$ cat src/rtl/serial_add_scheduler.sv
// serial_add_scheduler: round-robin shared bit-serial adder for two requesters
module serial_add_scheduler #(
   parameter int WIDTH = 8
) (
   input  logic             clock,
   input  logic             reset,
   input  logic             req0,
   input  logic             req1,
   input  logic [WIDTH-1:0] a0,
   input  logic [WIDTH-1:0] b0,
   input  logic [WIDTH-1:0] a1,
   input  logic [WIDTH-1:0] b1,
   output logic             gnt0,
   output logic             gnt1,
   output logic             done0,
   output logic             done1,
   output logic [WIDTH-1:0] sum,
   output logic             cout,
   output logic             owner,
   output logic             busy
);
   localparam int CW = $clog2(WIDTH + 1);
   typedef enum logic [1:0] {IDLE, RUN, DONE} state_t;
   state_t           state, state_next;
   logic [CW-1:0]    count;
   logic [WIDTH-1:0] a_sr, b_sr, sum_sr;
   logic             carry, last_owner, accept, winner, s, carry_next, last_bit;
   // state register
   always_ff @(posedge clock or posedge reset) begin
      if (reset) state <= IDLE;
      else       state <= state_next;
   end
   // next state, arbitration, serial adder bit and status outputs
   always_comb begin
      state_next = state;
      accept     = 1'b0;
      done0      = 1'b0;
      done1      = 1'b0;
      busy       = state != IDLE;
      winner     = (req0 && req1) ? ~last_owner : req1;
      s          = a_sr[0] ^ b_sr[0] ^ carry;
      carry_next = (a_sr[0] & b_sr[0]) | (a_sr[0] & carry) | (b_sr[0] & carry);
      last_bit   = count == CW'(1);
      case (state)
         IDLE: begin
            accept     = req0 || req1;
            state_next = accept ? RUN : IDLE;
         end
         RUN:  state_next = last_bit ? DONE : RUN;
         DONE: begin
            done0      = ~owner;
            done1      = owner;
            state_next = IDLE;
         end
         default: state_next = IDLE;
      endcase
   end
   // operand load on accept, one serial add step per RUN cycle, result capture on the final step
   always_ff @(posedge clock or posedge reset) begin
      if (reset) begin
         a_sr       <= '0;
         b_sr       <= '0;
         sum_sr     <= '0;
         sum        <= '0;
         carry      <= 1'b0;
         cout       <= 1'b0;
         count      <= '0;
         owner      <= 1'b0;
         last_owner <= 1'b1;
         gnt0       <= 1'b0;
         gnt1       <= 1'b0;
      end else begin
         gnt0 <= accept && !winner;
         gnt1 <= accept && winner;
         if (accept) begin
            a_sr       <= winner ? a1 : a0;
            b_sr       <= winner ? b1 : b0;
            carry      <= 1'b0;
            count      <= CW'(WIDTH);
            owner      <= winner;
            last_owner <= winner;
         end else if (state == RUN) begin
            a_sr   <= a_sr >> 1;
            b_sr   <= b_sr >> 1;
            sum_sr <= {s, sum_sr[WIDTH-1:1]};
            carry  <= carry_next;
            count  <= count - CW'(1);
            if (last_bit) begin
               sum  <= {s, sum_sr[WIDTH-1:1]};
               cout <= carry_next;
            end
         end
      end
   end
endmodule

$ cat config.mk
export PLATFORM = sky130hd
export DESIGN_NAME = serial_add_scheduler
export DESIGN_NICKNAME = d
export VERILOG_FILES = /design/src/rtl/serial_add_scheduler.sv
export SDC_FILE = /design/constraint.sdc
export NUM_CORES = 1
export LEC_CHECK = 0
export ABC_AREA = 1
export BUFFER_PORTS_ARGS = -buffer_cell sky130_fd_sc_hd__buf_2
export CORE_ASPECT_RATIO = 0.7
export CORE_MARGIN = 5
export CORE_UTILIZATION = 53
export CTS_CLUSTER_DIAMETER = 200
export CTS_CLUSTER_SIZE = 28
export DETAILED_ROUTE_END_ITERATION = 8
export GPL_ROUTABILITY_DRIVEN = 0
export PLACE_DENSITY = 0.88
export SLEW_MARGIN = 15
export SYNTH_ARGS = -nofsm -noshare
export SYNTH_HDL_FRONTEND = slang
export SYNTH_SLANG_ARGS = --single-unit
$ cat constraint.sdc
create_clock -name clock -period 1.7 [get_ports clock]
set_input_delay 0.34 -clock clock [delete_from_list [all_inputs] [get_ports clock]]
set_output_delay 0.34 -clock clock [all_outputs]
set_load 0.01 [all_outputs]
==> impl_metrics.py, run 1 <==
metrics = {
    "power": {
        "powerDensity_nw_per_um2": 1870,
        "max-vdd-ir-drop_mv": 1.16,
        "finalPower_mw": 4.77,
        "leakagePower_nw": 1.34,
    },
    "flow_run": {
        "maxCapViolations": 0,
    },
    "worst_setup_path": {
        "cp.arrival_ns": 1.84,
        "r2r_end": "a_sr[1]",
        "worst-path-max-fanout": 15,
        "max_stage_delay_ns": 0.51,
        "r2r_slack_ns": 0.10,
        "crit_required_ns": 1.94,
        "crit_path_cell_trace": "inv_1, nand2_1, nor2_2, nand2_1, nand3_1, nand2_1, inv_1",
        "worstSetupPathType": "register to register",
        "slowest_stage": "nor2_2",
        "start_kind": "register",
        "cp_common_cell": "nand2_1",
        "endpoint_kind": "register",
        "critical_path.top_delay_family": "simple AND/OR/NAND/NOR gates",
        "path_buf_inv": 2,
        "rr_worst_depth": 7,
        "reg2reg_from": "state[1]",
        "crit_start": "state[1]",
    },
    "routing": {
        "totalWireLength_um": 5150,
        "first_iter_violations": 162,
        "drc_errors": 0,
        "vias": 1906,
        "drt-pass1-iter-count": 5,
        "ant_nets": 0,
        "avgViaCountPerCell": 5.28,
        "wire_per_inst_um": 14.3,
    },
    "timing": {
        "final.period_utilization_pct": 93.9,
        "setup_tns_ns": 0,
        "final-hold-violation-count": 0,
        "max_freq_ghz": 0.627,
        "relSlewSlack_pct": 58.3,
        "period_needed_ns": 1.60,
        "slew_viol_final": 0,
        "fin_worst_skew_ns": 0.00434,
        "final-setup-viol-count": 0,
        "rsz0062_at_grt": "no",
        "tightestPinTransition_ns": 0.625,
    },
    "floorplanning": {
        "die_w_um": 84.8,
        "rows": 19,
        "io_pins": 51,
        "die_area_um2": 5290,
        "core_area_um2": 3850,
        "die_h_um": 62.4,
        "initial_utilization_pct": 53.9,
    },
    "logic_synthesis": {
        "synth_area_leaders": "dfrtp_1 51%, nand2_1 9.9%, o21ai_0 6.7%, inv_1 5.6%, nand4_1 4.2%",
        "synth_top_area_share_pct": 50.6,
        "synth_nets": 291,
        "yosysWarnings": 0,
        "ys_seq_area_share_pct": 51.9,
        "syn_area_um2": 2080,
        "synthCells": 252,
        "syn_area_per_cell_um2": 8.24,
        "yosysTopAreaCell": "dfrtp_1",
        "ys_ff_latch": 43,
        "synth_cell_types": 26,
    },
    "cts": {
        "tritoncts": "built",
        "holdBufCountCts": 0,
        "cts_setup_buffers": 0,
        "clk_pin_slew_worst_paths_ns": 0.08,
        "cts_buffers": 5,
        "cts_root_buf": "clkbuf_8",
        "worstSkewPairLatency_ns": 0.30,
        "cts-htree-levels": 2,
        "cts_resized": 0,
        "clkSinkCount": 43,
        "cts_buffer_depth": 2,
    },
    "grt": {
        "grt_pass1_vias": 1856,
        "grt_first_pass_wirelength_um": 8710,
        "grt_start_max_net_pins": 44,
        "grt-ovfl-total": 0,
        "antenna_found_initial": 0,
        "track_usage_pct": 20.7,
    },
    "min_path": {
        "hp-class": "input port to async pin",
    },
    "place": {
        "io_buffers": 50,
        "hpwl_um": 3500,
    },
    "layout": {
        "insertedDiodeCount": 0,
        "drive_gt1_share_pct": 26.5,
        "syn_to_final_growth_pct": 22.8,
        "layout.nets": 347,
        "fillers": 318,
    },
    "run_status": {
        "outcome": "complete, no violations",
    },
}
per-stage QoR:
step / cell area, um^2 / setup slack (ns) / hold WS, ns / cells / util, %
global placement: 2390 / 0.215 / 0.460 / 351 / 62.1
CTS: 2520 / 0.119 / 0.178 / 359 / 65.5
detailed placement: 2390 / 0.155 / 0.468 / 351 / 62.1
floorplan: 2080 / 0.359 / 0.447 / 252 / -
global route: 2550 / 0.00991 / 0.231 / 361 / 66.2
finish: 2550 / 0.105 / 0.163 / 361 / 66.2
placed cells by master (no fill, tap or decap):
cell type and instances:
nand2_1 55, buf_2 50, dfrtp_1 42, inv_1 31, o21ai_0 28, nor2_1 22
nand3_1 15, nand4_1 14, a21oi_1 8, buf_4 8, or2_2 7, clkbuf_8 5
or2_0 4, nor2_4 2, nand2_2 2, inv_2 2, nor3_1 2, ha_1 2
bufinv_16 2, nand2_4 1, nor2_2 1, a31oi_1 1, o22ai_1 1, fa_1 1
clkbuf_1 1, dfstp_2 1, buf_12 1
worst reg2reg max path, cell delays in order, from the launching register on:
cell     delay (ns)
dfrtp_1        0.42
inv_1          0.13
nand2_1        0.09
nor2_2         0.51
nand2_1        0.12
nand3_1        0.13
nand2_1        0.07
inv_1          0.06
routing by layer:
metal,share of wire [%],track usage (%),vias up
met5,0,0,-
met4,3.0,8.30,0
met3,7.9,6.98,21
met2,47,30.7,87
met1,42,27.9,880
li1,-,-,918
logic make-up after synthesis:
family / count (synthesis) / synth area share (%)
buffers and inverters: 43 / 8.61
AO/OA/AOI/OAI: 38 / 9.28
AND/OR/NAND/NOR: 125 / 28.1
adder cells (fa/ha/maj): 3 / 2.17
flip-flops: 43 / 51.9
flip-flops by register name (all words and copies together) (netlist names):
| signal | flops |
|---|---|
| gnt1 | 1 |
| count | 4 |
| sum_sr | 7 |
| a_sr | 8 |
| owner | 1 |
| b_sr | 8 |
| sum | 8 |
| last_owner | 1 |
| cout | 1 |
| state | 2 |
| carry | 1 |
| gnt0 | 1 |
power by group:
group	switching (mW)	total (mW)	leakage, nW	internal, mW
combinational	1.25	2.04	0.757	0.782
clock	0.350	0.937	0.0654	0.587
sequential	0.274	1.80	0.522	1.53
total	1.88	4.77	1.34	2.89
cell usage after synthesis:
master     n
o22ai_1    1
nand2_2    2
fa_1       1
nor2_2     1
nand4_1   14
nand2_4    1
inv_1     31
nor3_1     2
o21ai_0   28
clkbuf_1   3
ha_1       2
or2_0      4
dfstp_2    1
nand3_1   15
nor2_4     2
buf_6      1
nand2_1   55
inv_2      2
buf_4      1
nor2_1    22
or2_2      7
clkbuf_2   1
a21oi_1    8
buf_2      4
dfrtp_1   42
a31oi_1    1
worst max path at each step:
stage / end / slack, ns / cells past startpoint
after floorplan: a_sr[0] / 0.36 / 1
after global placement: sum[4] / 0.21 / 6
after detailed placement: sum[3] / 0.16 / 6
after CTS: a_sr[1] / 0.12 / 7
after global routing: a_sr[1] / 0.01 / 7
final: a_sr[1] / 0.10 / 7
cell type report:
| type | count | area [um^2] | share of cell area, % |
|---|---|---|---|
| clock buffer | 6 | 72.6 | 2.85 |
| clock inverter | 2 | 60.1 | 2.36 |
| inverter | 33 | 124 | 4.86 |
| multi-input combinational | 166 | 821 | 32.2 |
| sequential | 43 | 1080 | 42.2 |
| tap | 52 | 65.1 | 2.55 |
| timing repair buffer | 59 | 330 | 13.0 |
No activity file was read; power rests on OpenSTA's default activity.
==> run 2: changes to the inputs <==
- ABC_AREA: 1 -> 0
==> run 2 against run 1 <==
Area after synthesis up 7.3%. Clock skew up 0.0046 ns. Sequential cell count unchanged. Wire length down 4.5%. Combinational power down 3%. Design area up 5.3%. Fmax down 2.5%. Critical path type is now register to output port.
==> impl_metrics.py, run 2 <==
metrics = {
    "run_status": {
        "outcome": "complete, no violations",
    },
    "place": {
        "io_buffers": 50,
        "place_ws_ns": 0.00940,
        "hpwl_um": 3530,
    },
    "logic_synthesis": {
        "synth_cell_types": 36,
        "yosysMostFrequentCell": "dfrtp_1",
        "yosysTopAreaCell": "dfrtp_1",
        "synthCells": 191,
        "synth-edff-count": 0,
        "synth_nets": 230,
        "ys_ff_latch": 43,
        "synthXorXnorAreaFrac_pct": 0.393,
        "syn_area_per_cell_um2": 11.7,
        "syn_area_um2": 2230,
        "muxShareOfSynthArea_pct": 6.06,
        "ys_async_sr_fraction_pct": 100,
        "synth_ff_type": "dfrtp_1",
        "ys_seq_area_share_pct": 48.3,
        "synth_top_family_by_area": "simple AND/OR/NAND/NOR gates",
        "synthAdderAreaFrac_pct": 2.02,
        "synth_area_leaders": "dfrtp_1 47%, and4_1 11%, o32a_1 6.3%, mux2_4 6.1%, a211o_1 5.5%",
        "synth_common_cells": "42 x dfrtp_1, 28 x and4_1, 24 x nand2_1",
        "synth-simple-area-share_pct": 21.9,
        "yosysWarnings": 0,
        "synth_compound_area_share_pct": 16.0,
        "synth_top_area_share_pct": 47.1,
    },
    "flow_run": {
        "maxCapViolations": 0,
    },
    "floorplanning": {
        "rows": 19,
        "initial_utilization_pct": 55.8,
        "io_pins": 51,
        "die_w_um": 87.5,
        "core_area_um2": 3990,
        "die_area_um2": 5620,
        "die_h_um": 64.3,
    },
    "timing": {
        "slew_viol_final": 0,
        "final-hold-violation-count": 0,
        "layout_setup_ws_ns": 0.0629,
        "tightestPinTransition_ns": 0.586,
        "final.period_utilization_pct": 96.3,
        "fin_worst_skew_ns": 0.00894,
        "max_freq_ghz": 0.611,
        "relSlewSlack_pct": 60.9,
        "final-setup-viol-count": 0,
        "period_needed_ns": 1.64,
    },
    "cts": {
        "cts_buffer_depth": 2,
        "cts_buffers": 5,
        "clkSinkCount": 43,
        "clk_pin_slew_worst_paths_ns": 0.08,
        "cts_root_buf": "clkbuf_8",
        "worstSkewPairLatency_ns": 0.29,
        "cts-htree-levels": 2,
        "holdBufCountCts": 0,
        "tritoncts": "built",
    },
    "layout": {
        "layout_commonest_cell": "buf_2",
        "drive_gt1_share_pct": 37.3,
        "layout.nets": 282,
        "syn_to_final_growth_pct": 20.5,
        "top_regs": "a_sr (8), b_sr (8), sum (8)",
        "insertedDiodeCount": 0,
        "layout_common_cells": "50 x buf_2, 40 x dfrtp_1, 28 x and4_1, 24 x nand2_1",
    },
    "grt": {
        "grt_pass1_vias": 1719,
        "grt_start_max_net_pins": 44,
        "grt_first_pass_wirelength_um": 8450,
        "grt-ovfl-total": 0,
        "track_usage_pct": 19.0,
        "antenna_found_initial": 0,
    },
    "routing": {
        "first_iter_violations": 140,
        "avgViaCountPerCell": 5.92,
        "drt-pass1-iter-count": 6,
        "vias": 1751,
        "wire_per_inst_um": 16.6,
        "ant_nets": 0,
        "drc_errors": 0,
        "totalWireLength_um": 4910,
    },
    "worst_setup_path": {
        "worstSetupPathType": "register to output port",
        "endpoint_kind": "output port",
        "start_kind": "register",
        "worst-path-max-fanout": 33,
        "cp.arrival_ns": 1.30,
        "crit_required_ns": 1.36,
    },
    "power": {
        "leakagePower_nw": 1.43,
        "max-vdd-ir-drop_mv": 0.860,
        "powerDensity_nw_per_um2": 1700,
        "finalPower_mw": 4.56,
    },
    "min_path": {
        "hp-class": "input port to async pin",
    },
}
[run 2: cell count changes after synthesis, sizes merged, moves of 22 or more]
cell	previous run	this run
nand2	58	26
nor2	25	3
and4	0	28
inv	33	5
o21ai	28	6
[run 2: cell type report]
| class | count | area [um^2] |
|---|---|---|
| Clock buffer | 5 | 68.8 |
| Clock inverter | 3 | 43.8 |
| Fill cell | 312 | 1310 |
| Inverter | 5 | 18.8 |
| Multi-Input combinational cell | 125 | 1040 |
| Sequential cell | 43 | 1080 |
| Tap cell | 52 | 65.1 |
| Timing Repair Buffer | 63 | 373 |
[run 2: report_power, final]
| part | switching (mW) | leakage, nW | internal (mW) | total, mW |
|---|---|---|---|---|
| clock network | 0.355 | 0.0581 | 0.438 | 0.792 |
| registers | 0.319 | 0.538 | 1.48 | 1.80 |
| logic | 0.934 | 0.833 | 1.04 | 1.97 |
| total | 1.61 | 1.43 | 2.95 | 4.56 |
[run 2: path summary, 6_finish.rpt]
| check | from | endpoint | slack (ns) | depth (start not counted) |
|---|---|---|---|---|
| max | state[1] | busy | 0.06 | 4 |
| min | reset | sum_sr[1] | 0.09 | 3 |
| max reg2reg | count[1] | sum[2] | 0.23 | 5 |
| min reg2reg | sum_sr[1] | sum_sr[1] | 0.48 | 2 |
| max in group asynchronous | reset | last_owner | 1.34 | 3 |
| min in group clock | b0[7] | b_sr[7] | 0.29 | 2 |
[run 2: cell families after synthesis]
kind of cell / Yosys count
compound gates: 42
xor+xnor: 1
fa+ha+maj: 3
buf+inv: 23
flops: 43
mux: 9
simple gates: 70
[run 2: repair_timing]
item	4_1_cts	5_1_grt
resized for setup	1	5
setup buffers	0	2
setup endpoints to repair	1	16
[run 2: critical path: stages (launching register included)]
cell and delay (ns):
dfrtp_2 0.46, nor2_2 0.18, buf_12 0.18, inv_1 0.05
buf_2 0.13
[run 2: per-stage QoR]
stage          instance area [um^2]  setup TNS [ns]  std cells  hold slack, ns  util, %
2_1_floorplan                  2230               0        191           0.446        -
3_3_place_gp                   2540               0        286           0.414     63.6
3_5_place_dp                   2540               0        286           0.420     63.6
4_1_cts                        2660               0        294           0.103     66.5
5_1_grt                        2690        -0.00133        296           0.112     67.3
6_report                       2690               0        296          0.0929     67.3
[run 2: metal layers]
layer | vias to the layer above | global-route usage [%] | share of wire (%)
li1 | 833 | - | -
met1 | 847 | 28.6 | 50
met2 | 64 | 26.6 | 44
met3 | 7 | 5.01 | 5.9
met4 | 0 | 5.56 | 0.98
met5 | - | 0 | 0
==> run 3: changes to the inputs <==
- CELL_PAD_IN_SITES_DETAIL_PLACEMENT: unset -> 1
- CELL_PAD_IN_SITES_GLOBAL_PLACEMENT: unset -> 2
- CORE_UTILIZATION: 53 -> 34
- PLACE_DENSITY: 0.88 -> 0.87
==> run 3 against run 2 <==
Power increased by 0.26%. Critical path depth unchanged. Clock skew barely moved. Highest routed layer unchanged. Sequential share of layout area decreased by 0.39 points. Clock power up 3.9%. Design area grew 0.98%. Non-clock buffer count down 1. Fmax increased by 1.4%. Count of clock-buffer cells in the layout grew 1. Sequential cell count unchanged. Hold slack better by 0.013 ns. Combinational power down 2%.
==> impl_metrics.py, run 3 (synthesized netlist as in run 2, its figures left out) <==
metrics = {
    "run_status": {
        "outcome": "complete, no violations",
    },
    "routing": {
        "drc_errors": 0,
        "drt-pass1-iter-count": 4,
        "first_iter_violations": 58,
        "vias": 1733,
        "ant_nets": 0,
        "totalWireLength_um": 5620,
        "wire_per_inst_um": 17.5,
        "avgViaCountPerCell": 5.40,
    },
    "worst_setup_path": {
        "crit_path_cell_trace": "nor2_4, buf_6, inv_1, buf_2",
        "endpoint_kind": "output port",
        "worst-path-max-fanout": 15,
        "crit_required_ns": 1.36,
        "path_buf_inv": 3,
        "max_stage_delay_ns": 0.47,
        "worstSetupPathType": "register to output port",
        "r2r_slack_ns": 0.21,
        "cp.arrival_ns": 1.27,
        "slowest_stage": "dfrtp_2",
        "critical_path.top_delay_family": "flip-flops",
        "start_kind": "register",
    },
    "cts": {
        "tritoncts": "built",
        "cts_root_buf": "clkbuf_8",
        "cts_buffers": 5,
        "clk_pin_slew_worst_paths_ns": 0.09,
        "cts_buffer_depth": 2,
        "cts-htree-levels": 2,
        "clkSinkCount": 43,
        "holdBufCountCts": 0,
        "worstSkewPairLatency_ns": 0.29,
    },
    "timing": {
        "setup_tns_ns": 0,
        "tightestPinTransition_ns": 0.639,
        "final-setup-viol-count": 0,
        "max_freq_ghz": 0.619,
        "relSlewSlack_pct": 57.4,
        "final.period_utilization_pct": 95.0,
        "slew_viol_final": 0,
        "rsz0062_at_grt": "no",
        "fin_worst_skew_ns": 0.00871,
        "period_needed_ns": 1.61,
        "layout_setup_ws_ns": 0.0851,
        "final-hold-violation-count": 0,
    },
    "grt": {
        "grt-ovfl-total": 0,
        "grt_start_max_net_pins": 44,
        "grt_first_pass_wirelength_um": 9600,
        "track_usage_pct": 14.3,
        "antenna_found_initial": 0,
        "grt_pass1_vias": 1862,
    },
    "place": {
        "place_ws_ns": -0.0465,
        "place_inst": 313,
        "io_buffers": 50,
        "place_area_um2": 2580,
        "hpwl_um": 4200,
    },
    "flow_run": {
        "maxCapViolations": 0,
    },
    "layout": {
        "top_regs": "a_sr (8), b_sr (8), sum (8)",
        "stdcell_area_um2": 2710,
        "layout_commonest_cell": "buf_2",
        "layout.nets": 281,
        "syn_to_final_growth_pct": 21.7,
        "layout_common_cells": "50 x buf_2, 40 x dfrtp_1, 28 x and4_1, 24 x nand2_1",
        "stdcell_count": 321,
        "drive_gt1_share_pct": 37.0,
        "insertedDiodeCount": 0,
    },
    "floorplanning": {
        "die_w_um": 107,
        "io_pins": 51,
        "die_h_um": 77.8,
        "die_area_um2": 8300,
        "initial_utilization_pct": 35.4,
        "rows": 24,
        "core_area_um2": 6310,
    },
    "min_path": {
        "hp-class": "input port to async pin",
    },
    "power": {
        "powerDensity_nw_per_um2": 1690,
        "max-vdd-ir-drop_mv": 0.564,
        "finalPower_mw": 4.57,
        "leakagePower_nw": 1.43,
    },
}
[run 3: area by class of cell]
| cell class | instances | area [um^2] |
|---|---|---|
| multi-input cells | 125 | 1040 |
| fillers | 719 | 3590 |
| flip-flops and latches | 43 | 1080 |
| well taps | 78 | 97.6 |
| clock inverters | 2 | 35.0 |
| inverters | 5 | 18.8 |
| repair buffers | 62 | 357 |
| clock buffers | 6 | 82.6 |
[run 3: per-layer routing]
| metal | wire (um) | track usage, % |
|---|---|---|
| met1 | 2680 | 19.8 |
| met2 | 2630 | 22.5 |
| met3 | 252 | 3.57 |
| met4 | 59 | 3.45 |
| met5 | 0 | 0 |
[run 3: path summary, 6_finish.rpt]
check                           cells past startpoint      start          to
worst max-delay path                                4   state[1]        busy
worst min-delay path                                3      reset      sum[5]
worst max register to register                      5   count[1]      sum[4]
worst min register to register                      2  sum_sr[1]   sum_sr[1]
max in group asynchronous                           3      reset  last_owner
min in group clock                                  2      b0[7]     b_sr[7]
[run 3: power by group]
group / switching [mW] / internal, mW / total, mW
sequential: 0.335 / 1.48 / 1.82
clock: 0.347 / 0.476 / 0.823
combinational: 0.926 / 1.01 / 1.93
total: 1.61 / 2.97 / 4.57
[run 3: tightest hold or removal path: stages]
cell,delay (ns)
buf_2,0.10
inv_1,0.09
buf_12,0.25
[run 3: what timing repair did]
item                                   4_1_cts  5_1_grt
cloned                                       0        0
setup endpoints to repair                   14        1
gates resized for setup                      1        4
buffers inserted                             0        0
endpoints found under the hold margin        0        0
[run 3: metrics by stage]
step / utilization (%) / hold WS (ns)
after floorplan: - / 0.446
after global placement: 40.9 / 0.421
after detailed placement: 40.9 / 0.428
after CTS: 42.8 / 0.114
after global routing: 43.0 / 0.119
final: 43.0 / 0.106
